**config.mk**
```make
export PLATFORM = sky130hd
export DESIGN_NAME = mult_div_unit
export DESIGN_NICKNAME = d
export VERILOG_FILES = /design/src/rtl/mult_div_unit.sv
export SDC_FILE = /design/constraint.sdc
export NUM_CORES = 1
export LEC_CHECK = 0
export ABC_AREA = 0
export BUFFER_PORTS_ARGS = -buffer_cell sky130_fd_sc_hd__buf_2
export CAP_MARGIN = 5
export CORE_MARGIN = 3
export CORE_UTILIZATION = 40
export DETAILED_ROUTE_END_ITERATION = 16
export GPL_ROUTABILITY_DRIVEN = 0
export PLACE_DENSITY_LB_ADDON = 0.3
export SETUP_SLACK_MARGIN = 0.2
export SLEW_MARGIN = 20
export SYNTH_ARGS = -nofsm -noshare
export SYNTH_HDL_FRONTEND = slang
export SYNTH_SLANG_ARGS = --single-unit
```
**constraint.sdc**
```tcl
create_clock -name clk -period 5.8 [get_ports clk]
set_clock_uncertainty 0.15 [all_clocks]
set_input_delay 0.58 -clock clk [delete_from_list [all_inputs] [get_ports clk]]
set_output_delay 0.58 -clock clk [all_outputs]
set_load 0.02 [all_outputs]
```
**src/rtl/mult_div_unit.sv**
```systemverilog
// Iterative MULT/MULTU/DIV/DIVU unit with the HI/LO registers for the MIPS execute stage.
// One operation at a time, DATA_WIDTH+1 cycles each; MTHI/MTLO write HI/LO directly from idle.
`timescale 1ns/1ps
module mult_div_unit #(
  parameter int DATA_WIDTH = 32
) (
  input  logic                  clk,
  input  logic                  reset,
  input  logic                  start,
  input  logic [5:0]            func,
  input  logic [DATA_WIDTH-1:0] op_a,
  input  logic [DATA_WIDTH-1:0] op_b,
  output logic                  busy,
  output logic                  done,
  output logic [DATA_WIDTH-1:0] hi,
  output logic [DATA_WIDTH-1:0] lo
);
  localparam int W  = DATA_WIDTH;
  localparam int CW = $clog2(DATA_WIDTH + 1);

  localparam logic [5:0] F_MULT  = 6'b011000;
  localparam logic [5:0] F_MULTU = 6'b011001;
  localparam logic [5:0] F_DIV   = 6'b011010;
  localparam logic [5:0] F_DIVU  = 6'b011011;
  localparam logic [5:0] F_MTHI  = 6'b010001;
  localparam logic [5:0] F_MTLO  = 6'b010011;

  typedef enum logic [1:0] {IDLE, MUL, DIV, FIX} state_t;

  state_t          state;
  logic [CW-1:0]   cnt;
  logic [W-1:0]    a_reg;
  logic [W-1:0]    b_reg;
  logic [W-1:0]    orig_a;
  logic [2*W-1:0]  acc;
  logic            sign_p;
  logic            sign_r;
  logic            is_div;
  logic            div_zero;

  logic            is_signed;
  logic            is_mul_func;
  logic            is_div_func;
  logic            accept_md;
  logic [2*W-1:0]  mul_next;
  logic [2*W-1:0]  div_next;
  logic [W:0]      mul_sum;
  logic [W:0]      div_shift;
  logic [W-1:0]    div_diff;
  logic            div_ge;
  logic [2*W-1:0]  prod_fix;
  logic [W-1:0]    fix_hi;
  logic [W-1:0]    fix_lo;

  function automatic logic [W-1:0] abs_w(input logic signed [W-1:0] v);
    return v[W-1] ? $unsigned(-v) : $unsigned(v);
  endfunction

  function automatic logic [W-1:0] neg_w(input logic [W-1:0] v, input logic en);
    return en ? (~v + W'(1)) : v;
  endfunction

  function automatic logic [2*W-1:0] neg_2w(input logic [2*W-1:0] v, input logic en);
    return en ? (~v + (2*W)'(1)) : v;
  endfunction

  assign busy        = (state != IDLE);
  assign is_mul_func = (func == F_MULT) || (func == F_MULTU);
  assign is_div_func = (func == F_DIV)  || (func == F_DIVU);
  assign is_signed   = (func == F_MULT) || (func == F_DIV);
  assign accept_md   = (state == IDLE) && start && (is_mul_func || is_div_func);

  always_comb begin
    // Shift-add: low half holds the unconsumed multiplier bits, high half the partial product.
    mul_sum   = {1'b0, acc[2*W-1:W]} + (acc[0] ? {1'b0, a_reg} : {(W+1){1'b0}});
    mul_next  = {mul_sum, acc[W-1:1]};
    // Restoring divide: high half is the remainder, low half shifts dividend out / quotient in.
    div_shift = {acc[2*W-1:W], acc[W-1]};
    div_ge    = (div_shift >= {1'b0, b_reg});
    div_diff  = div_shift[W-1:0] - b_reg;
    div_next  = {(div_ge ? div_diff : div_shift[W-1:0]), acc[W-2:0], div_ge};

    prod_fix  = neg_2w(acc, sign_p);
    fix_hi    = prod_fix[2*W-1:W];
    fix_lo    = prod_fix[W-1:0];
    if (is_div) begin
      if (div_zero) begin
        fix_lo = {W{1'b1}};
        fix_hi = orig_a;
      end else begin
        fix_lo = neg_w(acc[W-1:0], sign_p);
        fix_hi = neg_w(acc[2*W-1:W], sign_r);
      end
    end
  end

  always_ff @(posedge clk) begin
    if (accept_md) begin
      a_reg    <= is_signed ? abs_w(op_a) : op_a;
      b_reg    <= is_signed ? abs_w(op_b) : op_b;
      orig_a   <= op_a;
      sign_p   <= is_signed && (op_a[W-1] ^ op_b[W-1]);
      sign_r   <= is_signed && op_a[W-1];
      is_div   <= is_div_func;
      div_zero <= (op_b == '0);
      acc      <= {{W{1'b0}}, (is_div_func ? (is_signed ? abs_w(op_a) : op_a)
                                            : (is_signed ? abs_w(op_b) : op_b))};
    end else if (state == MUL) begin
      acc <= mul_next;
    end else if (state == DIV) begin
      acc <= div_next;
    end
  end

  always_ff @(posedge clk) begin
    if (reset) begin
      state <= IDLE;
      cnt   <= '0;
      done  <= 1'b0;
      hi    <= '0;
      lo    <= '0;
    end else begin
      done <= 1'b0;
      case (state)
        IDLE: begin
          if (start) begin
            if (is_mul_func) begin
              state <= MUL;
              cnt   <= '0;
            end else if (is_div_func) begin
              state <= DIV;
              cnt   <= '0;
            end else if (func == F_MTHI) begin
              hi <= op_a;
            end else if (func == F_MTLO) begin
              lo <= op_a;
            end
          end
        end
        MUL, DIV: begin
          cnt <= cnt + CW'(1);
          if (cnt == CW'(W - 1)) state <= FIX;
        end
        FIX: begin
          hi    <= fix_hi;
          lo    <= fix_lo;
          done  <= 1'b1;
          state <= IDLE;
        end
        default: state <= IDLE;
      endcase
    end
  end
endmodule

```
== Word level (Yosys, flattened, before mapping) ==
Index checks and enable logic that the tools add are counted.

* Add/sub/neg operators: 8
* $lt $le $gt $ge: 1
* Equal/unequal tests: 18
* Mux-type cells: 38
* Bitwise logic cells: 4
* Reduce and logical (&&, ||, !) cells: 20

{| class="wikitable"
|+ Operator list
! cell !! number
|-
| two-way mux 32 bit || 23
|-
| two-way mux 64 bit || 3
|-
| one-hot mux 32 bit (2 select lines) || 2
|-
| adder 32 x 1 -> 32 bit, second input constant || 2
|-
| adder 64 x 1 -> 64 bit, second input constant || 1
|-
| negator 32 bit || 2
|-
| NOT 32 bit || 2
|-
| NOT 64 bit || 1
|-
| equality test 6 x 5 -> 1 bit, second input constant || 7
|-
| adder 32 x 32 -> 33 bit || 1
|-
| greater-or-equal comparator 33 x 32 -> 1 bit || 1
|-
| logical NOT 32 bit || 1
|-
| subtractor 32 bit || 1
|-
| two-way mux 6 bit || 3
|-
| one-hot mux 6 bit (2 select lines) || 1
|-
| inequality test 2 bit, second input constant || 5
|-
| two-way mux 2 bit || 4
|-
| nonzero test 2 bit || 4
|-
| adder 6 x 1 -> 6 bit, second input constant || 1
|-
| one-hot mux 2 bit (3 select lines) || 1
|-
| AND reduction 3 bit || 2
|-
| AND reduction 6 bit || 1
|-
| AND reduction 5 bit || 1
|-
| equality test 2 bit, second input constant || 2
|-
| other kinds (10) || 17
|}

* Flip-flop bits (word level): 237
* Bits of input ports: 73

== Longest topological paths before layout ==
* Word-level depth: 7
* Gate-level depth with buffers: 14
* Mapped depth without buffers: 12

== Worst setup path after synthesis ==
Ideal clock, no wire load.

* Path kind: input to register
* Start: input port func[5]
* End: register acc[21], data pin
* Setup time: 0.412 ns
* Arrival: 4.621 ns
* Setup slack: 0.617 ns
* Cell stages on the path: 7
* Path buffers: 2
* Path through: nor3b_1 -> and2_1 -> nand3_1 -> inv_1 -> clkbuf_1 -> clkbuf_1 -> a21oi_1

* Longest elaborated chain between the ends: 5
* Elaborated cells on any way between the ends: 13
* Classes of those cells: eq/ne (4); mux (4); reduce/logical (5)

{| class="wikitable"
|+ Ends and longest elaborated chain
! item !! line !! source
|-
| start, declared || 10 || <nowiki>input logic [5:0] func,</nowiki>
|-
| equality test 6 x 5 -> 1 bit, on equally long branches || 68, 69 ||
|-
| logical OR 1 bit, on equally long branches || 68, 69 ||
|-
| logical OR 1 bit (*) || 71 || <nowiki>assign accept_md = (state == IDLE) && start && (is_mul_func || is_div_func);</nowiki>
|-
| logical AND 1 bit (*) || 71 ||
|-
| via accept_md || 44 || <nowiki>logic accept_md;</nowiki>
|-
| two-way mux 32 bit (*) || 98 || <nowiki>if (accept_md) begin</nowiki>
|-
| end signal, assigned || 106 || <nowiki>acc <= {{W{1'b0}}, (is_div_func ? (is_signed ? abs_w(op_a) : op_a)</nowiki>
|-
| end signal, assigned || 109 || <nowiki>acc <= mul_next;</nowiki>
|-
| end signal, assigned || 111 || <nowiki>acc <= div_next;</nowiki>
|-
| end, declared || 35 || <nowiki>logic [2*W-1:0] acc;</nowiki>
|}

The timed path passes the listed nets; every way through them passes the cells marked *.
A chain may end at the register's enable or synchronous reset.

== Worst setup path in the final report ==
* Start: register acc[0]
* End: register acc[63]

* Longest elaborated chain between the ends: 3

{| class="wikitable"
|+ Ends and longest elaborated chain
! item !! line !! source
|-
| two-way mux 32 bit || 75 || <nowiki>mul_sum = {1'b0, acc[2*W-1:W]} + (acc[0] ? {1'b0, a_reg} : {(W+1){1'b0}});</nowiki>
|-
| adder 32 x 32 -> 33 bit || 75 ||
|-
| two-way mux 64 bit || 108 || <nowiki>end else if (state == MUL) begin</nowiki>
|}

Every way passes these cells.

==> results by group <==
Outcome
  • Run status: complete, no violations

Die
  • Floorplan core area: 0.0433 mm²
  • DIE WIDTH: between 200 and 250 µm
  • Initial Utilization: roughly two fifths
  • Floorplan die area: approximately 0.046 mm²
  • Number of rows created at floorplan: 76
  • Number of I/O pins: 139
  • Chip Height: 216 µm

Final layout
  • Commonest non-fill, non-tap cells in the layout: nand2_1 (203), a21oi_1 (199), nor2_1 (162)
  • Sequential cell area in the final layout: ~0.0060 mm²
  • Total non-filler cell area in the finished layout: 0.0196 mm²
  • Commonest non-fill, non-tap cell in the layout: nand2_1
  • Synthesis-to-layout area growth: 11.6%
  • Number of flip-flops under the largest register name: between 60 and 70
  • Multi-input logic area: around 0.011 mm²
  • Share of final-layout standard cells stronger than drive strength 1: around 11%
  • Count of nets after finishing: between 2k and 2.5k
  • Filler instances: around 4.2k
  • Top register by number of flip-flops: acc
  • Final core utilization: a little under half

Synthesis
  • Area fraction of the dominant cell type after synthesis: about 22%
  • Syn nets: between 2k and 2.5k
  • Library cell occupying the most area in the post-synthesis netlist: edfxtp_1
  • Dominant synthesized flop cell: edfxtp_1
  • Library cells used by synthesis: a little over 80
  • Ys Warns: 0
  • Main area contributors after synthesis: edfxtp_1 (22%), dfxtp_1 (12%), a21oi_1 (5.7%)
  • Mean instance size in the synthesized netlist: between 8 and 9 µm²
  • Register bit total from synthesis: ~240
  • Async set or reset register ratio after synthesis: 0%
  • Share of the yosys chip area belonging to registers: between 30% and 40%
  • Number of instances in the synthesized netlist: around 2.1k
  • Netlist area before placement: around 0.018 mm²
  • Post-synth EDFFs: between 100 and 150

Drt
  • Number of vias in the routed layout: roughly 18k
  • First-iteration detailed-routing DRC count: approximately 2.2k
  • Number of vias per cell after detailed routing: between 6 and 7
  • Antenna violation net count after detailed routing: 0
  • Drt drc: 0
  • Routed len/inst: around 23 µm
  • Final wirelength: 63400 µm
  • DRT Pass-1 Iters: 6

STA
  • Highest attainable clock frequency: approximately 230 MHz
  • Max-slew violation count: 0
  • Final setup slack of the worst path: between 1 and 1.5 ns
  • Final critical-path required period: 4.37 ns
  • # setup viols final: 0
  • Setup repair after global routing missed its margin: false
  • Post-route clock period utilization: 75.4%
  • Worst slew pin tran: 1.19 ns
  • Setup total negative slack: 0 ns
  • Number of endpoints with negative hold slack in the final report: 0
  • Headroom to the max-slew limit: 20.2%

Flow run
  • Reported max-cap violation count: 0

Critical path
  • Type of the setup path with the least slack: reg -> reg
  • Cell type of the slowest stage on the worst timing path: edfxtp_1
  • Setup crit start kind: flop
  • Required time worst endpoint: between 6 and 7 ns
  • Top cell by count, worst path: o21ai_0
  • Largest fanout of any net on the critical path: 35
  • Delay contributed by the slowest stage of the critical path: approximately 0.77 ns
  • Arrival time of the worst setup path: between 4 and 5 ns
  • Critical Path Sink Type: flop
  • Cells along the critical path: and2_1 > ha_1 > fa_1 > a211oi_1 > o21ai_0 > o2111ai_1 > a31o_2 > o21ai_0 > o21ai_0 > o31a_1 > o21ai_0 > a32o_1
  • Critical path buffer and inverter count: 0
  • Category of cells accounting for the largest share of critical-path delay: compound AO/OA/AOI/OAI gates

Clock tree
  • Cts bufs inserted: 26
  • Clock tree from TritonCTS: done
  • Clock net sink count: 236
  • Clock insertion delay at the later pin of the skew report: roughly 0.57 ns
  • Resize count post-CTS: 0
  • Buffer depth of the longest clock path: 3
  • # hold bufs at CTS: 0
  • Clock slew seen by the registers of the worst setup and hold paths: 0.06 ns
  • H-tree levels: 1
  • Post-CTS Setup Bufs: 0
  • Root buffer cell: clkbuf_16

Global routing
  • Via count of the first global-routing pass: 16.2k
  • Congestion Overflow GR: 0
  • All-Layer GR Usage: 25.9%
  • First-pass GRT wire length: around 96000 µm
  • Number of antenna violations at the first check in global routing: 0
  • Largest net degree at the start of global routing: 72

Placed design
  • Total half-perimeter wirelength after legalization and detailed placement: around 47000 µm
  • Port-buffer cells: about 140
  • Placement-stage worst setup slack: ~1.5 ns
  • Total placed instance area: between 0.015 and 0.02 mm²

Min path
  • Type of the worst min-delay path: in -> reg

Power
  • Peak VDD IR: just over 0.0002 V
  • Power density relative to cell area: between 400 and 500 mW/mm²
  • Leakage dissipation: around 7.4 nW
==> synthesized netlist by cell type (all sizes together) (38+ instances only) <==
library cell	count
nor3	60
a21oi	201
nor2	163
xnor2	98
and2	45
o31ai	38
mux2i	40
edfxtp	131
xor2	52
o21ai	140
clkbuf	117
inv	72
nand2	203
a211oi	54
ha	74
dfxtp	105
==> path summary, 6_finish.rpt <==
path,start,endpoint,slack (ns),depth (start not counted)
setup / recovery,acc[0],acc[63],1.43,12
hold / removal,reset,done,0.12,2
setup reg to reg,acc[0],acc[63],1.43,12
hold reg to reg,lo[7],lo[7],0.30,2
==> metal layers <==
layer	GRT usage, %	share of wire [%]	up-vias
li1	-	-	7987
met1	36.5	43	8503
met2	40.7	44	1048
met3	4.70	10	152
met4	7.42	3.3	0
met5	0	0	-
==> report_power, final <==
part	switching (mW)	internal (mW)	total, mW
registers	0.594	2.07	2.66
logic	2.37	1.53	3.89
clock network	0.744	1.04	1.79
total	3.70	4.64	8.34
==> kinds of logic (layout without fill, tap and decap cells) <==
logic type               count (synthesis)  after routing  share of synthesized area, %
AND/OR/NAND/NOR                        696            696                          19.4
AO/OA/AOI/OAI                          688            688                          25.6
flip-flops                             236            236                          34.3
buffers and inverters                  215            290                          4.70
XOR/XNOR                               150            150                          7.47
adder cells (fa/ha/maj)                 76             76                          5.50
multiplexers                            50             50                          2.92
other                                    0              1                             0
==> metrics by stage <==
stage,hold WS (ns),power [mW],std cells
finish,0.115,8.34,2772
floorplan,0.315,5.33,2111
CTS,0.0896,8.24,2771
detailed placement,0.292,6.46,2723
global placement,0.290,6.38,2723
global route,0.114,8.80,2771
==> area by class of cell <==
cell class,count,share of cell area (%)
Antenna cell,1,0.0128
Clock buffer,41,4.29
Clock inverter,7,0.370
Inverter,76,1.48
Multi-Input combinational cell,1660,54.8
Sequential cell,236,30.8
Tap cell,585,3.73
Timing Repair Buffer,166,4.59
Power figures use the tool's default switching activity.
